$ cat src/rtl/seq_pkg.sv
// State, opcode-class types and opcode map shared by the instruction sequencer.
package seq_pkg;

   typedef enum logic [2:0] {
      IDLE, FETCH, DECODE, EXEC, MEM, WB, HALT, ERR
   } state_e;

   typedef enum logic [2:0] {
      CLS_ALU, CLS_LOAD, CLS_STORE, CLS_BRANCH, CLS_JUMP, CLS_HALT
   } opc_class_e;

   localparam logic [5:0] OPC_LOAD  = 6'd12;
   localparam logic [5:0] OPC_STORE = 6'd13;
   localparam logic [5:0] OPC_BR_LO = 6'd14;
   localparam logic [5:0] OPC_BR_HI = 6'd19;
   localparam logic [5:0] OPC_J_LO  = 6'd20;
   localparam logic [5:0] OPC_J_HI  = 6'd22;

   // The halt opcode is checked first so it wins even if configured inside another range.
   function automatic opc_class_e opc_class(input logic [5:0] opc, input logic [5:0] halt_opc);
      opc_class_e c;
      if (opc == halt_opc)
         c = CLS_HALT;
      else if (opc == OPC_LOAD)
         c = CLS_LOAD;
      else if (opc == OPC_STORE)
         c = CLS_STORE;
      else if (opc >= OPC_BR_LO && opc <= OPC_BR_HI)
         c = CLS_BRANCH;
      else if (opc >= OPC_J_LO && opc <= OPC_J_HI)
         c = CLS_JUMP;
      else
         c = CLS_ALU;
      return c;
   endfunction

endpackage

$ cat src/rtl/mem_wait_timer.sv
// Counts cycles a memory request has waited; expired flags the last allowed wait cycle.
// Latency: expired is a combinational compare on the registered count.
// Backpressure: none; clear dominates count.
module mem_wait_timer #(
   parameter int MEM_TIMEOUT = 16
) (
   input  logic clk,
   input  logic rst,
   input  logic clear,
   input  logic count,
   output logic expired
);

   logic [7:0] cnt;

   always_ff @(posedge clk) begin
      if (rst || clear)
         cnt <= '0;
      else if (count)
         cnt <= cnt + 8'd1;
   end

   assign expired = (cnt == 8'(MEM_TIMEOUT - 1));

endmodule

$ cat src/rtl/instr_sequencer.sv
// Multi-cycle fetch/decode/exec/mem/writeback sequencer driving PC, IR, regfile and dmem strobes.
// Latency: branch 3, ALU/store/jump 4, load 5 cycles, plus one per memory wait cycle.
// Backpressure: memory req held until ack; MEM_TIMEOUT cycles without ack parks the block in ERR.
module instr_sequencer
   import seq_pkg::*;
#(
   parameter int HALT_OPC    = 63,
   parameter int MEM_TIMEOUT = 16,
   parameter int CNT_W       = 32
) (
   input  logic             clk,
   input  logic             rst,
   input  logic             start,
   output logic             imem_req,
   input  logic             imem_ack,
   input  logic [31:0]      instruction,
   output logic             ir_load,
   output logic             dmem_req,
   output logic             dmem_write,
   input  logic             dmem_ack,
   input  logic             branch_taken,
   output logic             pc_inc,
   output logic             pc_load,
   output logic             reg_write,
   output logic             busy,
   output logic             halted,
   output logic             error,
   output logic [CNT_W-1:0] retired_count,
   output logic [CNT_W-1:0] cycle_count
);

   state_e     state;
   logic [5:0] opc_q;
   opc_class_e opc_cls;
   logic       waiting;
   logic       tmr_expired;
   logic       retire;
   logic       unused_instr;

   assign opc_cls      = opc_class(opc_q, 6'(HALT_OPC));
   assign unused_instr = ^instruction[25:0];

   // Timer runs only while a request is outstanding and unacknowledged; any other cycle rearms it.
   assign waiting = (state == FETCH && !imem_ack) || (state == MEM && !dmem_ack);

   mem_wait_timer #(.MEM_TIMEOUT(MEM_TIMEOUT)) u_timer (
      .clk     (clk),
      .rst     (rst),
      .clear   (!waiting),
      .count   (waiting),
      .expired (tmr_expired)
   );

   always_ff @(posedge clk) begin
      if (rst) begin
         state <= IDLE;
         opc_q <= '0;
      end else begin
         unique case (state)
            IDLE:   if (start) state <= FETCH;
            FETCH: begin
               if (imem_ack) begin
                  opc_q <= instruction[31:26];
                  state <= DECODE;
               end else if (tmr_expired) begin
                  state <= ERR;
               end
            end
            DECODE: state <= (opc_cls == CLS_HALT) ? HALT : EXEC;
            EXEC: begin
               if (opc_cls == CLS_LOAD || opc_cls == CLS_STORE)
                  state <= MEM;
               else if (opc_cls == CLS_BRANCH)
                  state <= FETCH;
               else
                  state <= WB;
            end
            MEM: begin
               if (dmem_ack)
                  state <= (opc_cls == CLS_STORE) ? FETCH : WB;
               else if (tmr_expired)
                  state <= ERR;
            end
            WB:     state <= FETCH;
            HALT:   state <= HALT;
            ERR:    state <= ERR;
            default: state <= IDLE;
         endcase
      end
   end

   assign imem_req   = (state == FETCH);
   assign dmem_req   = (state == MEM);
   assign dmem_write = (state == MEM) && (opc_cls == CLS_STORE);
   assign busy       = !(state == IDLE || state == HALT || state == ERR);
   assign halted     = (state == HALT);
   assign error      = (state == ERR);

   // Strobes are masked during reset so a handshake completing in the reset cycle has no effect.
   assign ir_load   = !rst && (state == FETCH) && imem_ack;
   assign reg_write = !rst && (state == WB);
   assign pc_inc    = !rst && (((state == EXEC) && (opc_cls == CLS_BRANCH) && !branch_taken) ||
                               ((state == MEM) && (opc_cls == CLS_STORE) && dmem_ack) ||
                               ((state == WB) && (opc_cls != CLS_JUMP)));
   assign pc_load   = !rst && (((state == EXEC) && (opc_cls == CLS_BRANCH) && branch_taken) ||
                               ((state == WB) && (opc_cls == CLS_JUMP)));
   assign retire    = ((state == EXEC) && (opc_cls == CLS_BRANCH)) ||
                      ((state == MEM) && (opc_cls == CLS_STORE) && dmem_ack) ||
                      (state == WB);

   always_ff @(posedge clk) begin
      if (rst) begin
         retired_count <= '0;
         cycle_count   <= '0;
      end else begin
         if (retire && retired_count != '1)
            retired_count <= retired_count + CNT_W'(1);
         if (busy && cycle_count != '1)
            cycle_count <= cycle_count + CNT_W'(1);
      end
   end

endmodule

$ cat config.mk
export PLATFORM = sky130hd
export DESIGN_NAME = instr_sequencer
export DESIGN_NICKNAME = d
export VERILOG_FILES = /design/src/rtl/seq_pkg.sv /design/src/rtl/mem_wait_timer.sv /design/src/rtl/instr_sequencer.sv
export SDC_FILE = /design/constraint.sdc
export NUM_CORES = 1
export LEC_CHECK = 0
export CAP_MARGIN = 10
export CORE_UTILIZATION = 35
export DETAILED_ROUTE_END_ITERATION = 8
export GPL_TIMING_DRIVEN = 0
export HOLD_SLACK_MARGIN = 0.08
export PLACE_DENSITY = 0.7
export SLEW_MARGIN = 20
export SYNTH_ARGS = -nofsm -noshare
export SYNTH_HDL_FRONTEND = slang
export SYNTH_SLANG_ARGS = --single-unit
$ cat constraint.sdc
create_clock -name clk -period 5.8 [get_ports clk]
set_input_delay 0.58 -clock clk [delete_from_list [all_inputs] [get_ports clk]]
set_output_delay 0.58 -clock clk [all_outputs]
set_load 0.02 [all_outputs]
# Word-level counts from Yosys, hierarchy flattened
# Index checks and enable logic that the tools add are counted.
# classes
addsub	3
n_lt_le_gt_ge	4
n_eq_ne	20
n_mux	14
n_reduce_logical	36
# ops
cell	n
32-bit by 1-bit adder with 32-bit output (second input constant)	2
32-bit != test (second input constant)	2
3-bit two-way mux	13
3-bit case mux with 8 select lines	1
3-bit equality test (second input constant)	6
1-bit logical AND	18
3-bit by 2-bit equality test with 1-bit output (second input constant)	4
6-bit by 4-bit equality test with 1-bit output (second input constant)	2
6-bit by 5-bit <= comparator with 1-bit output (second input constant)	2
1-bit logical OR	10
8-bit by 1-bit adder with 8-bit output (second input constant)	1
8-bit by 4-bit equality test with 1-bit output (second input constant)	1
3-bit by 1-bit equality test with 1-bit output (second input constant)	2
6-bit equality test (second input constant)	1
6-bit by 4-bit greater-or-equal comparator with 1-bit output (second input constant)	1
6-bit by 5-bit greater-or-equal comparator with 1-bit output (second input constant)	1
1-bit zero test	6
3-bit zero test	1
3-bit != test (second input constant)	1
2-bit != test (second input constant)	1
2-bit AND reduction	1
# totals
reg_bits	81
inputBits	38
wordCells	82

# Longest topological paths before layout
# logic_depth
ltp_word	13
mapped_depth	8

# Modules after synthesis
# Synthesis repeated with hierarchy kept, for this count alone.
# hier_totals
hier_cells	496
hier_area_um2	4157.7
# modules_own_cells
module	instances	cells_each	area_each_um2	seq_area_each_um2
instr_sequencer	1	456	3799.9	1461.4
mem_wait_timer	1	40	357.8	160.2

# Worst setup path before layout
# OpenSTA, ideal clock, no wires.
# synth_timing
kind	register -> output
startpoint	register state[2]
endpoint	output port pc_inc
arrival_time_ns	1.988
required_time_ns	5.220
slack_ns	3.232
stages_incl_launch_ff	7
n_path_buf	1
path_cell_list	dfxtp_1 clkbuf_1 nor2b_1 nand2_1 nor3_1 a21oi_1 a21oi_1
# synth_via
elab_chain_len	6
word_cells_on_any_way	11
# synth_rtl
item	line_no	text
from (decl)	instr_sequencer.sv:32	state_e state;
from (signal assigned)	instr_sequencer.sv:69	DECODE: state <= (opc_cls == CLS_HALT) ? HALT : EXEC;
from (signal assigned)	instr_sequencer.sv:80	state <= (opc_cls == CLS_STORE) ? FETCH : WB;
3-bit equality test	-	
1-bit logical AND	-	
named net dmem_write	instr_sequencer.sv:19	output logic dmem_write,
1-bit logical AND	instr_sequencer.sv:103	((state == MEM) && (opc_cls == CLS_STORE) && dmem_ack) ||
1-bit logical OR	instr_sequencer.sv:102	assign pc_inc = !rst && (((state == EXEC) && (opc_cls == CLS_BRANCH) && !branch_taken) ||
1-bit logical OR	instr_sequencer.sv:103	
1-bit logical AND	instr_sequencer.sv:102	
to (decl)	instr_sequencer.sv:22	output logic pc_inc,
# The timed path passes the listed nets, and every way through them passes these cells.

# Worst setup path in the final report
# layout_timing
startpoint	input port rst
endpoint	output port ir_load
# layout_via
elab_chain_len	3
# layout_rtl
item	line_no	text
from (decl)	instr_sequencer.sv:12	input logic rst,
1-bit zero test	instr_sequencer.sv:100	assign ir_load = !rst && (state == FETCH) && imem_ack;
1-bit logical AND (2 in series)	instr_sequencer.sv:100	
to (decl)	instr_sequencer.sv:17	output logic ir_load,
# Every way passes these cells.

==> results.json <==
{
  "synthToLayoutAreaGrowth_pct": 30.6,
  "dp_slack_ps": 2530,
  "worstSetupPathType": "in -> out",
  "cellPowerDensity_nw_per_um2": 213,
  "whs_ps": 439,
  "post-route-min-period_ps": 3300,
  "peakVddDrop_mv": 0.147,
  "fp.dieW_um": 113,
  "fin_tns_setup_ps": 0,
  "finalSetupViolations": 0,
  "clock_path_buffers": 2,
  "seq_area_um2": 1620,
  "die_y_um": 113,
  "drc": 0,
  "first_pass_iters": 5,
  "rsz0062_at_grt": "no",
  "wl_um": 12300,
  "grt_use_total_pct": 19.6,
  "vias_per_cell": 5.77,
  "hold_buffers": 0,
  "async_reset_ff_share_pct": 0,
  "finalHoldViolations": 0,
  "finalCritPeriodShare_pct": 56.8,
  "fin_ws_ps": 2500,
  "clock-sinks": 81,
  "port_buffers": 84,
  "ant_nets": 0,
  "grt_max_degree": 14,
  "grt_pass1_wl_um": 20200,
  "dpl_cell_area_um2": 5350,
  "wl_met2_um": 5780,
  "ys_types": 57,
  "worstPathMaxFanout": 10,
  "slew_headroom_pct": 45.0,
  "cts_resized": 0,
  "cts_buffers": 9,
  "synth-seq-area-share_pct": 37.5,
  "fill_cells": 1210,
  "drv_slew": 0,
  "drive_gt1_share_pct": 7.09,
  "crit_required_ps": 5220,
  "tightest_slew_ps": 819,
  "gp_congestion": 0.843,
  "grt_overflow": 0,
  "critPathCaptureType": "output port",
  "drt_iter0_markers": 382,
  "met1Wirelength_um": 5650,
  "vias": 4433,
  "coreArea_um2": 12000,
  "start_util_pct": 36.0,
  "hpwl_um": 8880,
  "dieArea_um2": 12800,
  "cp.arrival_ps": 2720,
  "n_antenna_cell": 0,
  "fin_nets": 657,
  "grt_pass1_vias": 4189,
  "status": "finished, final reports clean",
  "htree_levels": 3,
  "highest_layer": "met4",
  "clkSlewWorstSetupHoldPaths_ps": 60,
  "dr_wl_met3_um": 506,
  "tritoncts": "built",
  "multi_input_area_um2": 2520,
  "yosys_warnings": 0,
  "io_pins": 112,
  "maxCapViolCount": 0,
  "clk_latency_ps": 340,
  "leakage_nw": 1.78,
  "startpoint_type": "primary input",
  "cts-root-buf": "clkbuf_16",
  "avgSynthCellArea_um2": 8.30,
  "syn_area_um2": 4320,
  "min_path_type": "reg -> reg",
  "fmax_ghz": 0.303,
  "cts_setup_buffers": 0,
  "ys_ff_latch": 81,
  "antenna_found_initial": 0,
  "wl_per_cell_um": 16.0,
  "clock-skew-final_ps": 6.00,
  "synthCells": 521,
  "core.rowCount": 40,
  "synth_edf_count": 0,
  "finish.utilization_pct": 47.0,
  "synth_nets": 562,
  "final_area_um2": 5650,
  "synth-main-ff-cell": "dfxtp_1"
}
[worst max-delay path: stages]
cell             delay, ps
clkbuf_1               330
clkbuf_1               530
inv_1                  120
clkbuf_1               320
and3_1                 270
clkdlybuf4s50_1        560
[cells by family after synthesis]
| family | after synthesis | share of synthesized area (%) |
|---|---|---|
| AND/OR/NAND/NOR | 239 | 32.8 |
| AO/OA/AOI/OAI | 129 | 18.9 |
| flip-flops | 81 | 37.5 |
| buffers and inverters | 45 | 4.31 |
| multiplexers | 17 | 4.22 |
| XOR/XNOR | 7 | 1.42 |
| adder cells (fa/ha/maj) | 3 | 0.868 |
[cells in the final DEF (no fill, tap or decap), types with 3 or more instances in the layout]
master / count
a21oi_1: 52
and2_1: 4
and3_1: 10
and4_1: 15
buf_2: 7
clkbuf_1: 26
clkbuf_16: 9
clkdlybuf4s50_1: 84
dfxtp_1: 81
ha_1: 3
inv_1: 10
mux2_2: 10
mux2i_1: 7
nand2_1: 31
nand3_1: 24
nand3b_1: 3
nand4_1: 20
nor2_1: 35
nor2b_1: 16
nor3_1: 7
nor4_1: 8
o21a_1: 5
o21ai_0: 22
o311ai_0: 3
o31a_1: 3
o31ai_1: 28
o41ai_1: 3
or3_1: 21
or4_1: 28
xnor2_1: 3
xor2_1: 4
[final cells by class]
| class | count | share of cell area [%] |
|---|---|---|
| Multi-Input combinational cell | 395 | 44.6 |
| Inverter | 10 | 0.665 |
| Clock buffer | 11 | 4.30 |
| Clock inverter | 5 | 0.975 |
| Tap cell | 147 | 3.26 |
| Sequential cell | 81 | 28.7 |
| Buffer | 35 | 2.64 |
| Timing Repair Buffer | 84 | 14.9 |
[flip-flops by register name (all words and copies together), names as in the netlist]
register,flops
cycle_count,32
opc_q,6
retired_count,32
state,3
u_timer.cnt,8
[metal layers]
metal,vias up,GRT usage [%]
met5,-,0
met4,0,9.21
met3,29,2.95
met1,2113,25.6
li1,2175,-
met2,116,31.9
[per-stage QoR]
step	cells	total power, mW
6_report	768	1.20
5_1_grt	768	1.24
4_1_cts	768	1.21
3_5_place_dp	752	0.639
3_3_place_gp	752	0.636
2_1_floorplan	521	0.612
[report_power, final]
group,switching (mW),internal (mW)
clock network,0.233,0.344
logic,0.0351,0.0248
registers,0.00620,0.561
total,0.274,0.929
[synthesized netlist by cell type, drive strengths merged, types with 10 or more instances]
cell | count | area [um2]
dfxtp | 81 | 1620
a21oi | 52 | 260
nor2 | 35 | 131
nand2 | 31 | 116
o31ai | 29 | 231
or4 | 28 | 210
clkbuf | 26 | 98.8
nand3 | 25 | 130
o21ai | 25 | 129
nand4 | 21 | 138
or3 | 21 | 131
nor2b | 16 | 100
and4 | 15 | 131
and3 | 10 | 62.6
inv | 10 | 37.5
mux2 | 10 | 113
[final timing paths]
check | depth (start not counted) | start | endpoint | slack [ps]
setup / recovery | 6 | rst | ir_load | 2500
hold / removal | 1 | u_timer.cnt[0] | u_timer.cnt[0] | 440
setup reg to reg | 7 | cycle_count[6] | cycle_count[3] | 3350
hold reg to reg | 1 | u_timer.cnt[0] | u_timer.cnt[0] | 440
Note: power is estimated with default switching activity, not from simulation.
